**config.mk**
```make
export PLATFORM = sky130hd
export DESIGN_NAME = lsu_bus_adapter
export DESIGN_NICKNAME = d
export VERILOG_FILES = /design/src/rtl/lsu_bus_adapter_pkg.sv /design/src/rtl/lsu_bus_adapter_align.sv /design/src/rtl/lsu_bus_adapter.sv
export SDC_FILE = /design/constraint.sdc
export NUM_CORES = 1
export LEC_CHECK = 0
export CORE_MARGIN = 4
export CORE_UTILIZATION = 50
export CTS_CLUSTER_SIZE = 20
export DETAILED_ROUTE_END_ITERATION = 8
export PLACE_DENSITY_LB_ADDON = 0.3
export SLEW_MARGIN = 0
export SYNTH_ARGS = -nofsm -noshare
export SYNTH_HDL_FRONTEND = slang
export SYNTH_HIERARCHICAL = 1
export SYNTH_SLANG_ARGS = --single-unit
```
**constraint.sdc**
```tcl
create_clock -name clk -period 4.35 [get_ports clk]
set_input_delay 1.305 -clock clk [delete_from_list [all_inputs] [get_ports clk]]
set_output_delay 1.305 -clock clk [all_outputs]
set_load 0.02 [all_outputs]
```
**src/rtl/lsu_bus_adapter_pkg.sv**
```systemverilog
// rtl/lsu_bus_adapter_pkg.sv - shared constants, FSM states and helpers for the LSU bus adapter
package lsu_bus_adapter_pkg;

  localparam int XLEN   = 64;
  localparam int XBYTES = XLEN / 8;
  localparam int OFF_W  = $clog2(XBYTES);

  localparam logic [XBYTES-1:0] BYTES_B = 8'h01;
  localparam logic [XBYTES-1:0] BYTES_H = 8'h03;
  localparam logic [XBYTES-1:0] BYTES_W = 8'h0F;
  localparam logic [XBYTES-1:0] BYTES_D = 8'hFF;

  typedef enum logic [1:0] {
    ST_IDLE,
    ST_REQ,
    ST_WAIT,
    ST_DONE
  } lsu_state_e;

  // Access size minus one, read straight off the contiguous byte mask (0x03 -> 1, 0xFF -> 7).
  function automatic logic [OFF_W-1:0] size_mask(input logic [XBYTES-1:0] bytes);
    logic [OFF_W-1:0] m;
    m = '0;
    for (int i = 0; i < OFF_W; i++) begin
      m[i] = bytes[(1 << (i + 1)) - 1];
    end
    return m;
  endfunction

endpackage

```
**src/rtl/lsu_bus_adapter_align.sv**
```systemverilog
// rtl/lsu_bus_adapter_align.sv - combinational lane shift, strobe generation and read extraction
module lsu_align
  import lsu_bus_adapter_pkg::*;
(
  input  logic [XBYTES-1:0] req_bytes,
  input  logic [OFF_W-1:0]  req_off,
  input  logic [XLEN-1:0]   req_wdata,
  input  logic [XBYTES-1:0] rsp_bytes,
  input  logic [OFF_W-1:0]  rsp_off,
  input  logic [XLEN-1:0]   rsp_rdata,
  output logic [OFF_W-1:0]  eff_off,
  output logic [XBYTES-1:0] wstrb,
  output logic [XLEN-1:0]   wdata,
  output logic [XLEN-1:0]   rdata
);

  logic [XLEN-1:0] lane_mask;

  always_comb begin
    // Offset bits below the access size are dropped so the access never straddles its natural slot.
    eff_off = req_off & ~size_mask(req_bytes);
    wstrb   = req_bytes << eff_off;
    wdata   = req_wdata << {eff_off, 3'b000};
    for (int i = 0; i < XBYTES; i++) begin
      lane_mask[8*i +: 8] = {8{rsp_bytes[i]}};
    end
    rdata = (rsp_rdata >> {rsp_off, 3'b000}) & lane_mask;
  end

endmodule

```
**src/rtl/lsu_bus_adapter.sv**
```systemverilog
// rtl/lsu_bus_adapter.sv - execute-stage load/store to single-beat memory bus adapter
// Optional misaligned-access trap enabled by defining LSU_MISALIGN_CHECK_EN.
module lsu_bus_adapter
  import lsu_bus_adapter_pkg::*;
(
  input  logic              clk,
  input  logic              rst_n,
  input  logic              acs_en,
  input  logic              acs_wr,
  input  logic [XBYTES-1:0] acs_bytes,
  input  logic [XLEN-1:0]   acs_addr,
  input  logic [XLEN-1:0]   acs_wdata,
  output logic [XLEN-1:0]   acs_rdata,
  output logic              lsu_stall,
  output logic              misalign_exc,
  output logic              mem_req_valid,
  input  logic              mem_req_ready,
  output logic              mem_req_wr,
  output logic [XLEN-1:0]   mem_req_addr,
  output logic [XBYTES-1:0] mem_req_wstrb,
  output logic [XLEN-1:0]   mem_req_wdata,
  input  logic              mem_rsp_valid,
  input  logic [XLEN-1:0]   mem_rsp_rdata,
  input  logic              mem_rsp_err,
  output logic              acc_fault
);

  lsu_state_e        state_q, state_d;
  logic [XBYTES-1:0] bytes_q;
  logic [OFF_W-1:0]  off_q;
  logic [XLEN-1:0]   rdata_q;
  logic              fault_q;
  logic              mis_q;
  logic              misalign_hit;
  logic [OFF_W-1:0]  eff_off;
  logic [XBYTES-1:0] al_wstrb;
  logic [XLEN-1:0]   al_wdata;
  logic [XLEN-1:0]   al_rdata;

  lsu_align u_align (
    .req_bytes (acs_bytes),
    .req_off   (acs_addr[OFF_W-1:0]),
    .req_wdata (acs_wdata),
    .rsp_bytes (bytes_q),
    .rsp_off   (off_q),
    .rsp_rdata (mem_rsp_rdata),
    .eff_off   (eff_off),
    .wstrb     (al_wstrb),
    .wdata     (al_wdata),
    .rdata     (al_rdata)
  );

`ifdef LSU_MISALIGN_CHECK_EN
  assign misalign_hit = |(acs_addr[OFF_W-1:0] & size_mask(acs_bytes));
`else
  assign misalign_hit = 1'b0;
`endif

  always_comb begin
    state_d = state_q;
    case (state_q)
      ST_IDLE: if (acs_en) state_d = misalign_hit ? ST_DONE : ST_REQ;
      ST_REQ:  if (mem_req_ready) state_d = ST_WAIT;
      ST_WAIT: if (mem_rsp_valid) state_d = ST_DONE;
      ST_DONE: state_d = ST_IDLE;
      default: state_d = ST_IDLE;
    endcase
  end

  always_ff @(posedge clk or negedge rst_n) begin
    if (!rst_n) state_q <= ST_IDLE;
    else        state_q <= state_d;
  end

  always_ff @(posedge clk or negedge rst_n) begin
    if (!rst_n) begin
      mem_req_wr    <= 1'b0;
      mem_req_addr  <= '0;
      mem_req_wstrb <= '0;
      mem_req_wdata <= '0;
      bytes_q       <= '0;
      off_q         <= '0;
      rdata_q       <= '0;
      fault_q       <= 1'b0;
      mis_q         <= 1'b0;
    end else begin
      case (state_q)
        ST_IDLE: begin
          if (acs_en) begin
            mem_req_wr    <= acs_wr;
            mem_req_addr  <= {acs_addr[XLEN-1:OFF_W], {OFF_W{1'b0}}};
            mem_req_wstrb <= al_wstrb;
            mem_req_wdata <= al_wdata;
            bytes_q       <= acs_bytes;
            off_q         <= eff_off;
            rdata_q       <= '0;
            fault_q       <= 1'b0;
            mis_q         <= misalign_hit;
          end
        end
        ST_WAIT: begin
          if (mem_rsp_valid) begin
            rdata_q <= mem_rsp_err ? '0 : al_rdata;
            fault_q <= mem_rsp_err;
          end
        end
        default: ;
      endcase
    end
  end

  // Stall is gated by reset so every output reads zero while reset is held.
  assign lsu_stall     = rst_n & acs_en & (state_q != ST_DONE);
  assign mem_req_valid = (state_q == ST_REQ);
  assign acs_rdata     = rdata_q;
  assign acc_fault     = (state_q == ST_DONE) & fault_q;
  assign misalign_exc  = (state_q == ST_DONE) & mis_q;

endmodule

```
# Yosys cells after proc, flatten, opt, wreduce, memory -nomap -nowiden

Index checks and enable logic that the tools add are counted.
W data, S select, Z words.

Shift-type cells: 3
Reduce and logical (&&, ||, !) cells: 5
Equal/unequal tests: 7
Multiplexer cells: 11
Bitwise logic cells: 6

Operators with widths:

| cell                 | number |
|---|---|
| $mux W64             | 3 |
| $pmux W64 S2         | 1 |
| $and A64 B64 Y64     | 1 |
| $shl A64 B6 Y64      | 1 |
| $shr A64 B6 Y64      | 1 |
| $pmux W2 S4          | 1 |
| $shl A8 B3 Y8        | 1 |
| $mux W2              | 3 |
| $ne A2 B2 Y1 const B | 3 |
| $reduce_and A3 Y1    | 2 |
| $eq A2 B2 Y1 const B | 2 |
| $and A1 B1 Y1        | 3 |
| $and A3 B3 Y3        | 1 |
| $not A3 Y3           | 1 |
| $eq A2 B1 Y1 const B | 1 |
| $logic_not A2 Y1     | 1 |
| $mux W1              | 2 |
| $ne A2 B1 Y1 const B | 1 |
| $pmux W1 S2          | 1 |
| $reduce_and A2 Y1    | 1 |
| $reduce_bool A2 Y1   | 1 |

Bits in registers: 212
Input bits: 207
Word-level logic and storage cells: 41
Output and inout bits: 205

# Logic depth before layout (Yosys ltp)

Gate-level depths: netlist (run 1).

Depth after elaboration: 5
Mapped depth: 9
Gate-level depth less buffers: 6

# Hierarchy

The synthesis (run 1) kept the hierarchy.

Modules (own cells, without submodules):

| module          | cells an instance | times used | seq. area each (sq um) | area an instance (sq um) |
|---|---|---|---|---|
| lsu_bus_adapter | 627               | 1          | 5305.1                 | 8672.1 |
| lsu_align       | 538               | 1          | 0.0                    | 3827.4 |

# Worst setup path after synthesis (run 1)

OpenSTA, ideal clock, no wires.

Path type: input to output
From: input port acs_en
To: output port lsu_stall
Arrival: 1563 ps
Stages: 1
Slack: 1482 ps
Data required time: 3045 ps
Path buffers: 0
Cell sequence: and3b_1

Cells in the longest elaborated chain, start to end: 2

RTL lines:

| what                        | line                   | text |
|---|---|---|
| start, declared             | lsu_bus_adapter.sv:8   | `input logic acs_en,` |
| $and A1 B1 Y1 (2 in series) | lsu_bus_adapter.sv:113 | `assign lsu_stall = rst_n & acs_en & (state_q != ST_DONE);` |
| end, declared               | lsu_bus_adapter.sv:14  | `output logic lsu_stall,` |

No other way between the ends.

# Worst setup path after layout (run 1)

Ends and elaborated chain as after synthesis.

==> run_results.csv, run 1 <==
group,metric,value,unit
detailed_routing,firstDrtPassIters,7,
worst_hold_path,min_from,"mem_req_addr[58]$_DFFE_PN0P_",
worst_setup_path,crit_chain,"clkdlybuf4s50_1, and3b_1, clkdlybuf4s50_1",
sta,slew_headroom,23.3,%
job,drv_cap,0,
pwr,switching_share,39.3,%
finish,synthToLayoutAreaGrowth,39.9,%
floorplanning,die_h,166,um
pwr,p_switching,4.63,mW
clock_network,clk_pin_slew,0.06,ns
detailed_routing,drc,0,
worst_hold_path,min_path_type,"reg -> reg",
worst_setup_path,r2r_start,"off_q[1]$_DFFE_PN0P_",
worst_setup_path,slowest_delay,0.60,ns
clock_network,clock_path_buffers,3,
grt,grt-ovfl-total,0,
sta,clock_skew,0.0179,ns
detailed_routing,final_antenna_net_count,0,
floorplanning,core-area,24500,um2
detailed_routing,drtIter0Drc,972,
sta,drv_slew,0,
finish,fin_nets,1731,
yosys,synth-seq-area-share,42.4,%
pwr,p_seq_share,28.7,%
floorplanning,start_util,51.1,%
sta,max_freq,260,MHz
clock_network,holdBufCountCts,0,
floorplanning,dieArea,27600,um2
sta,tightest_slew,1.15,ns
yosys,synth.cell_area,12500,um2
detailed_routing,dr_total_vias,11100,
clock_network,clock_latency,0.52,ns
yosys,yosysWarnings,6,
worst_setup_path,timing.critical_path.from,"acs_en",
yosys,synth.avg_cell_area,10.7,um2
worst_setup_path,worstSetupStartpointType,"input port",
clock_network,cts_setup_buffers,0,
pwr,power.share.combinational,53.0,%
sta,hold_viol,0,
yosys,synthesis.instances,1165,
clock_network,cts_resized,0,
placement,place_inst,1816,
floorplanning,boundaryPins,412,
status,status,"completed",
clock_network,root_buffer,"clkbuf_16",
floorplanning,die_x,166,um
finish,final_cells,1863,
finish,layout-drive-gt1-share,18.8,%
detailed_routing,routed_via_density,5.94,
pwr,power_density,675,nW/um2
pwr,ir_drop,0.000437,V
pwr,p_leak,7.41,nW
yosys,synth.distinct_cells,55,
worst_setup_path,worstPathRequired,3.04,ns
clock_network,cts_made_buffers,24,
pwr,p_clk_share,18.3,%
detailed_routing,drt_wl_total,42000,um
grt,antenna_found_initial,4,
grt,gr-usage-all-layers,29.0,%
sta,fin_crit_sh,88.6,%
placement,dp_hpwl,30700,um
detailed_routing,drt-wirelength-per-cell,22.5,um
pwr,p_int,7.16,mW
worst_setup_path,cpMaxStageDelayCell,"clkdlybuf4s50_1",
worst_setup_path,cp-end-kind,"output pin",
grt,grt_first_pass_wirelength,64400,um
grt,grt_max_degree,142,
clock_network,cts_tree,"done",
worst_setup_path,worstSetupPathType,"in -> out",
placement,place_congestion,0.952,
grt,grt_pass1_vias,11000,
placement,io_buffers,407,
sta,fin_setup_tns,0,ns
yosys,ys_seq_elements,212,
worst_setup_path,arrival,2.55,ns
finish,nFillCells,1767,
sta,grt_setup_unrepaired,"no",
clock_network,cts_sinks,212,
worst_setup_path,path_common_cell,"clkdlybuf4s50_1",
sta,finalCriticalPeriod,3.85,ns
worst_setup_path,worstPathMaxFanout,2,
clock_network,h-tree-depth,1,
sta,setup_viol,0,
floorplanning,row_count,57,
state kept, by name (all words and copies together) (netlist names):
signal,count
mem_req_wstrb,8
mem_req_wdata,64
acs_rdata,64
state_q,2
bytes_q,8
fault_q,1
off_q,3
mem_req_addr,61
mem_req_wr,1
through the flow:
stage | cell area [um2] | hold WS [ns] | power (mW) | utilization [%] | setup WS [ns]
finish | 17500 | 0.503 | 11.8 | 71.5 | 0.497
global route | 17500 | 0.519 | 12.4 | 71.5 | 0.471
CTS | 17500 | 0.506 | 11.8 | 71.4 | 0.489
detailed placement | 16600 | 0.491 | 9.61 | 68.0 | 0.498
global placement | 16600 | 0.486 | 9.50 | 68.0 | 0.506
floorplan | 12500 | 0.469 | 7.05 | - | 1.48
kinds of logic after synthesis:
family / share of synthesized area (%)
and+or+nand+nor: 9.90
muxes: 26.8
other: 0.0300
DFF: 42.4
buffers and inverters: 5.53
AOI/OAI and AO/OA: 14.7
adders and majority gates: 0.601
synth_stat cells (all sizes together):
master / count / area (um2)
a211oi: 10 / 75.1
a32o: 10 / 100
nand2b: 7 / 66.3
a32oi: 5 / 43.8
ha: 6 / 75.1
mux2i: 68 / 681
a31oi: 1 / 6.26
nor2: 73 / 289
nor4b: 1 / 15.0
a221oi: 1 / 15.0
a22oi: 29 / 218
nor3: 3 / 20.0
and3: 16 / 100
mux4: 13 / 293
nor2b: 6 / 47.5
dfrtp: 212 / 5310
o32ai: 2 / 17.5
inv: 13 / 51.3
nor3b: 1 / 7.51
o31ai: 66 / 495
o211a: 7 / 70.1
mux2: 194 / 2380
and2: 9 / 56.3
nand2: 149 / 567
a21oi: 25 / 125
o22a: 4 / 35.0
clkinv: 1 / 3.75
buf: 81 / 557
and3b: 1 / 8.76
nand3: 9 / 45.0
a21boi: 1 / 7.51
conb: 1 / 3.75
a21o: 1 / 7.51
clkbuf: 21 / 78.8
nand3b: 2 / 15.0
o21ai: 97 / 485
o221ai: 4 / 35.0
o211ai: 3 / 22.5
o22ai: 12 / 75.1
layout by cell type, fill, tap and decap left out, types with 4 or more instances in the layout:
cell type,count
clkbuf_1,4
nand2b_1,4
and2_1,9
conb_1,4
nand2_1,146
nor2_1,69
and3_1,16
o22a_1,4
nand3_1,9
mux2_2,142
clkinv_2,4
mux2_4,52
inv_1,10
o31ai_1,66
buf_4,12
a22oi_1,29
o21ai_0,96
ha_1,6
a211oi_1,10
mux2i_1,67
a32oi_1,5
mux4_2,13
bufinv_16,4
clkbuf_16,25
o211a_1,7
a21oi_1,25
o221ai_1,4
o22ai_1,12
clkdlybuf4s50_1,406
dfrtp_1,211
buf_12,7
a32o_1,10
worst max-delay path, delay by kind of cell:
| kind | cells | cell delay [ns] |
|---|---|---|
| buf+inv | 2 | 1.08 |
| simple gates | 1 | 0.16 |
power groups by stage:
stage	Sequential (mW)	Combinational (mW)	Clock, mW
5_1_grt	3.48	6.63	2.29
3_5_place_dp	3.39	6.22	0
6_report	3.39	6.25	2.16
2_1_floorplan	4.12	2.93	0
4_1_cts	3.37	6.25	2.21
3_3_place_gp	3.35	6.14	0
area by class of cell:
| type | count | area (um2) | area share (%) |
|---|---|---|---|
| well taps | 324 | 405 | 2.32 |
| diodes | 3 | 7.51 | 0.0429 |
| clock buffers | 32 | 682 | 3.90 |
| flip-flops and latches | 212 | 5310 | 30.3 |
| multi-input cells | 840 | 6550 | 37.5 |
| inverters | 14 | 55.1 | 0.315 |
| repair buffers | 426 | 4310 | 24.6 |
| clock inverters | 12 | 171 | 0.980 |
metal layers:
metal	global-route usage (%)	vias to the layer above	routed length (um)
li1	-	4938	-
met1	37.3	5321	16200
met2	48.2	695	19900
met3	6.95	113	4080
met4	10.2	2	1720
met5	0	-	19
path summary, 6_finish.rpt:
kind / end / slack (ns) / cells past startpoint
setup / recovery: lsu_stall / 0.50 / 3
hold / removal: mem_req_addr[58]$_DFFE_PN0P_ / 0.50 / 1
setup reg to reg: acs_rdata[8]$_DFFE_PN0P_ / 1.14 / 7
hold reg to reg: mem_req_addr[58]$_DFFE_PN0P_ / 0.50 / 1
max in group asynchronous: off_q[0]$_DFFE_PN0P_ / 2.65 / 2
min in group asynchronous: acs_rdata[17]$_DFFE_PN0P_ / 0.90 / 2
Power figures use the tool's default switching activity.
==> run 2, diff against run 1 <==
--- a/config.mk
+++ b/config.mk
@@ -9,7 +9,7 @@
 export CORE_UTILIZATION = 50
 export CTS_CLUSTER_SIZE = 20
 export DETAILED_ROUTE_END_ITERATION = 8
-export PLACE_DENSITY_LB_ADDON = 0.3
+export PLACE_DENSITY = 0.95
 export SLEW_MARGIN = 0
 export SYNTH_ARGS = -nofsm -noshare
 export SYNTH_HDL_FRONTEND = slang
==> run 2 against run 1 <==
  * Sequential share of layout area rose by 0.17 points
  * Worst hold slack improved by 0.0017 ns
  * Sequential power rose by 3%
  * Clock power fell by 4%
  * Total power rose by 0.12%
  * Register-to-register slack improved by 0.45 ns
  * Via count rose by 3.2%
  * Count of clock-buffer cells in the layout rose by 5
  * Final area fell by 0.57%
  * Critical path type unchanged
  * Largest power group unchanged
==> run_results.csv, run 2 (synthesis results as in run 1) <==
group,metric,value,unit
placement,dp_hpwl,32500,um
sta,hold_viol,0,
sta,clock_skew,0.0200,ns
worst_setup_path,crit_chain,"clkdlybuf4s50_1, and3b_1, clkdlybuf4s50_1",
grt,grt_max_degree,169,
worst_setup_path,worstPathRequired,3.04,ns
grt,grt_pass1_vias,11700,
sta,drv_slew,0,
detailed_routing,firstDrtPassIters,6,
clock_network,holdBufCountCts,0,
clock_network,clk_pin_slew,0.06,ns
clock_network,cts_sinks,212,
detailed_routing,drt-wirelength-per-cell,24.0,um
worst_setup_path,worstPathMaxFanout,2,
grt,grt_first_pass_wirelength,68200,um
status,status,"completed",
worst_setup_path,path_common_cell,"clkdlybuf4s50_1",
worst_setup_path,r2r_cells,6,
worst_setup_path,r2r-end,"acs_rdata[6]$_DFFE_PN0P_",
worst_hold_path,min_to,"mem_req_addr[37]$_DFFE_PN0P_",
sta,holdWs,0.504,ns
worst_setup_path,arrival,2.55,ns
floorplanning,row_count,57,
detailed_routing,drtIter0Drc,1468,
floorplanning,boundaryPins,412,
job,drv_cap,0,
finish,fin_nets,1729,
grt,gr-usage-all-layers,30.7,%
sta,setup_viol,0,
floorplanning,die_x,166,um
finish,synthToLayoutAreaGrowth,39.1,%
worst_setup_path,slowest_delay,0.60,ns
worst_setup_path,worstSetupPathType,"in -> out",
detailed_routing,routed_via_density,6.15,
floorplanning,dieArea,27600,um2
sta,fin_setup_tns,0,ns
worst_setup_path,r2r_slack,1.59,ns
clock_network,cts_tree,"done",
worst_hold_path,min_from,"mem_req_addr[37]$_DFFE_PN0P_",
finish,fin_area,17400,um2
placement,place_congestion,0.993,
worst_hold_path,min_path_type,"reg -> reg",
placement,placed_area,16600,um2
sta,setup_slack,0.498,ns
worst_setup_path,cp-end-kind,"output pin",
grt,antenna_found_initial,2,
placement,place_ws,0.500,ns
pwr,p_leak,7.36,nW
placement,io_buffers,407,
finish,layout_commonest_cell,"clkdlybuf4s50_1",
sta,slew_headroom,20.3,%
worst_setup_path,cpMaxStageDelayCell,"clkdlybuf4s50_1",
sta,max_freq,260,MHz
worst_setup_path,r2r_start,"off_q[0]$_DFFE_PN0P_",
worst_hold_path,worstHoldPathCells,1,
clock_network,cts_made_buffers,25,
pwr,ir_drop,0.000454,V
sta,tightest_slew,1.19,ns
detailed_routing,final_antenna_net_count,0,
finish,layout_common_cells,"clkdlybuf4s50_1, dfrtp_1, nand2_1, mux2_2, o21ai_0",
detailed_routing,dr_total_vias,11400,
clock_network,cts_resized,0,
floorplanning,core-area,24500,um2
floorplanning,start_util,51.1,%
detailed_routing,drc,0,
pwr,p_total,11.8,mW
clock_network,h-tree-depth,1,
sta,fin_crit_sh,88.6,%
worst_setup_path,worstSetupStartpointType,"input port",
clock_network,clock_path_buffers,3,
clock_network,root_buffer,"clkbuf_16",
floorplanning,die_h,166,um
detailed_routing,drt_wl_total,44700,um
clock_network,cts_setup_buffers,0,
sta,grt_setup_unrepaired,"no",
finish,layout-drive-gt1-share,18.3,%
sta,finalCriticalPeriod,3.85,ns
clock_network,clock_latency,0.52,ns
pwr,power_density,679,nW/um2
grt,grt-ovfl-total,0,
[run 2: cell type report]
| cell class | count | area (um2) |
|---|---|---|
| diodes | 1 | 2.50 |
| clock inverters | 7 | 95.1 |
| well taps | 324 | 405 |
| repair buffers | 423 | 4260 |
| clock buffers | 37 | 711 |
| flip-flops and latches | 212 | 5310 |
| multi-input cells | 840 | 6550 |
| fillers | 1729 | 7080 |
| inverters | 14 | 55.1 |
[run 2: stage by stage]
| step | cells | utilization [%] |
|---|---|---|
| after floorplan | 1168 | - |
| after global placement | 1813 | 67.8 |
| after detailed placement | 1813 | 67.8 |
| after CTS | 1857 | 71.1 |
| after global routing | 1858 | 71.1 |
| final | 1858 | 71.1 |
[run 2: power breakdown]
group,switching [mW],internal (mW)
Sequential,0.697,2.79
Clock,0.824,1.25
Combinational,3.26,3.00
[run 2: layer usage]
| layer | global-route usage, % | wire, um |
|---|---|---|
| met1 | 38.1 | 16500 |
| met2 | 51.5 | 21300 |
| met3 | 8.19 | 4810 |
| met4 | 11.8 | 1990 |
| met5 | 0 | 12 |
[run 2: how the worst max path moves through the flow]
| stage | start | endpoint | slack, ns | cells after the start |
|---|---|---|---|---|
| after floorplan | acs_en | lsu_stall | 1.48 | 1 |
| after global placement | acs_en | lsu_stall | 0.49 | 3 |
| after detailed placement | acs_en | lsu_stall | 0.50 | 3 |
| after CTS | acs_en | lsu_stall | 0.49 | 3 |
| after global routing | acs_en | lsu_stall | 0.47 | 3 |
| final | acs_en | lsu_stall | 0.50 | 3 |
[run 2: critical path, delay by kind of cell]
family	cells	cell delay [ns]
buffers and inverters	2	1.08
and+or+nand+nor	1	0.16
==> run 3, diff against run 2 <==
--- a/config.mk
+++ b/config.mk
@@ -5,6 +5,8 @@
 export SDC_FILE = /design/constraint.sdc
 export NUM_CORES = 1
 export LEC_CHECK = 0
+export ABC_CLOCK_PERIOD_IN_PS = 4350
+export CORE_ASPECT_RATIO = 0.7
 export CORE_MARGIN = 4
 export CORE_UTILIZATION = 50
 export CTS_CLUSTER_SIZE = 20
==> run 3 against run 2 <==
  * Worst hold slack hardly changed
  * Core utilization is 0.39 points lower
  * Clock skew is 0.0024 ns lower
  * Die area is 0.15% higher
  * Clock power hardly changed
  * Critical path depth stayed put
  * Non-clock buffer count is 6 higher
  * Sequential power is 2% lower
  * Sequential share of layout area hardly changed
  * Global-route usage is 1.2 points higher
  * Final cell count is 0.27% higher
  * Flip-flop and latch count stayed put
  * Largest cell class unchanged
  * Largest power group unchanged
  * Highest routed layer is now met4
==> run_results.csv, run 3 (synthesis results as in run 1) <==
group,metric,value,unit
status,status,"completed",
worst_setup_path,path_common_cell,"clkdlybuf4s50_1",
floorplanning,row_count,48,
clock_network,cts_made_buffers,23,
floorplanning,core-area,24600,um2
sta,hold_viol,0,
worst_setup_path,r2r-end,"acs_rdata[4]$_DFFE_PN0P_",
floorplanning,die_x,197,um
grt,gr-usage-all-layers,31.9,%
worst_hold_path,min_to,"mem_req_addr[60]$_DFFE_PN0P_",
worst_setup_path,worstSetupPathType,"in -> out",
pwr,power_density,686,nW/um2
detailed_routing,top_layer_used,"met4",
detailed_routing,drc,0,
finish,layout_commonest_cell,"clkdlybuf4s50_1",
clock_network,cts_resized,0,
worst_hold_path,min_path_type,"reg -> reg",
pwr,p_leak,7.37,nW
sta,fin_crit_sh,88.4,%
placement,dp_hpwl,34100,um
detailed_routing,firstDrtPassIters,6,
sta,max_freq,260,MHz
detailed_routing,wl_met3,5340,um
clock_network,root_buffer,"clkbuf_16",
worst_hold_path,worstHoldPathCells,1,
detailed_routing,drt-wirelength-per-cell,24.7,um
sta,tightest_slew,1.13,ns
detailed_routing,drtIter0Drc,1307,
worst_setup_path,arrival,2.54,ns
worst_hold_path,min_from,"mem_req_addr[60]$_DFFE_PN0P_",
sta,clock_skew,0.0176,ns
grt,grt_pass1_vias,11100,
floorplanning,start_util,50.8,%
sta,finalCriticalPeriod,3.85,ns
worst_setup_path,cpMaxStageDelayCell,"clkdlybuf4s50_1",
worst_setup_path,worstPathMaxFanout,2,
clock_network,clock_latency,0.53,ns
sta,setup_viol,0,
finish,fin_nets,1733,
placement,io_buffers,407,
detailed_routing,dr_total_vias,11300,
floorplanning,die_h,140,um
worst_setup_path,r2r_cells,6,
clock_network,cts_setup_buffers,0,
finish,layout_common_cells,"clkdlybuf4s50_1, dfrtp_1, nand2_1, mux2_2, o21ai_0",
pwr,p_total,11.9,mW
placement,place_ws,0.506,ns
finish,layout-drive-gt1-share,18.7,%
clock_network,cts_sinks,212,
worst_setup_path,r2r_slack,1.48,ns
finish,synthToLayoutAreaGrowth,39.2,%
job,drv_cap,0,
grt,grt-ovfl-total,0,
clock_network,clock_path_buffers,3,
worst_setup_path,worstPathRequired,3.04,ns
detailed_routing,routed_via_density,6.05,
worst_setup_path,r2r_start,"off_q[0]$_DFFE_PN0P_",
floorplanning,dieArea,27600,um2
placement,place_congestion,0.975,
grt,grt_max_degree,125,
clock_network,holdBufCountCts,0,
clock_network,h-tree-depth,1,
detailed_routing,drt_wl_total,46000,um
worst_setup_path,slowest_delay,0.60,ns
sta,holdWs,0.504,ns
clock_network,clk_pin_slew,0.07,ns
sta,slew_headroom,24.7,%
detailed_routing,final_antenna_net_count,0,
clock_network,cts_tree,"done",
grt,grt_first_pass_wirelength,69200,um
detailed_routing,wl_met2,19900,um
worst_setup_path,worstSetupStartpointType,"input port",
floorplanning,boundaryPins,412,
sta,grt_setup_unrepaired,"no",
grt,antenna_found_initial,1,
sta,setup_slack,0.504,ns
sta,fin_setup_tns,0,ns
worst_setup_path,cp-end-kind,"output pin",
sta,drv_slew,0,
detailed_routing,drt-met1-wl,19300,um
pwr,ir_drop,0.000441,V
worst_setup_path,crit_chain,"clkdlybuf4s50_1, and3b_1, clkdlybuf4s50_1",
## run 3: how the worst max path moves through the flow
stage,to,slack (ns),startpoint,cells after the start
floorplan,lsu_stall,1.48,acs_en,1
detailed placement,lsu_stall,0.51,acs_en,3
finish,lsu_stall,0.50,acs_en,3
CTS,lsu_stall,0.50,acs_en,3
global route,lsu_stall,0.48,acs_en,3
global placement,lsu_stall,0.50,acs_en,3
## run 3: layer usage
metal | track usage [%] | vias to the layer above
li1 | - | 4948
met1 | 45.8 | 5481
met2 | 47.6 | 749
met3 | 9.93 | 100
met4 | 7.91 | 0
met5 | 0 | -
## run 3: area by class of cell
class | instances | area (um2)
Clock inverter | 13 | 193
Multi-Input combinational cell | 840 | 6550
Sequential cell | 212 | 5310
Clock buffer | 28 | 594
Antenna cell | 2 | 5.00
Fill cell | 1755 | 7220
Tap cell | 325 | 407
Inverter | 14 | 55.1
Timing Repair Buffer | 429 | 4290
## run 3: critical path: cells and delay by family
kind | cells | cell delay (ns)
buf+inv | 2 | 1.07
simple gates | 1 | 0.16
## run 3: through the flow
step	std cells	cell area, um2	utilization (%)
2_1_floorplan	1168	12500	-
3_3_place_gp	1820	16600	67.5
3_5_place_dp	1820	16600	67.5
4_1_cts	1861	17400	70.7
5_1_grt	1862	17400	70.7
6_report	1863	17400	70.7
## run 3: power by group
part	leakage (nW)	internal, mW	switching (mW)
sequential	2.67	2.79	0.632
clock	0.380	1.23	0.855
combinational	4.32	3.02	3.42
total	7.37	7.03	4.90
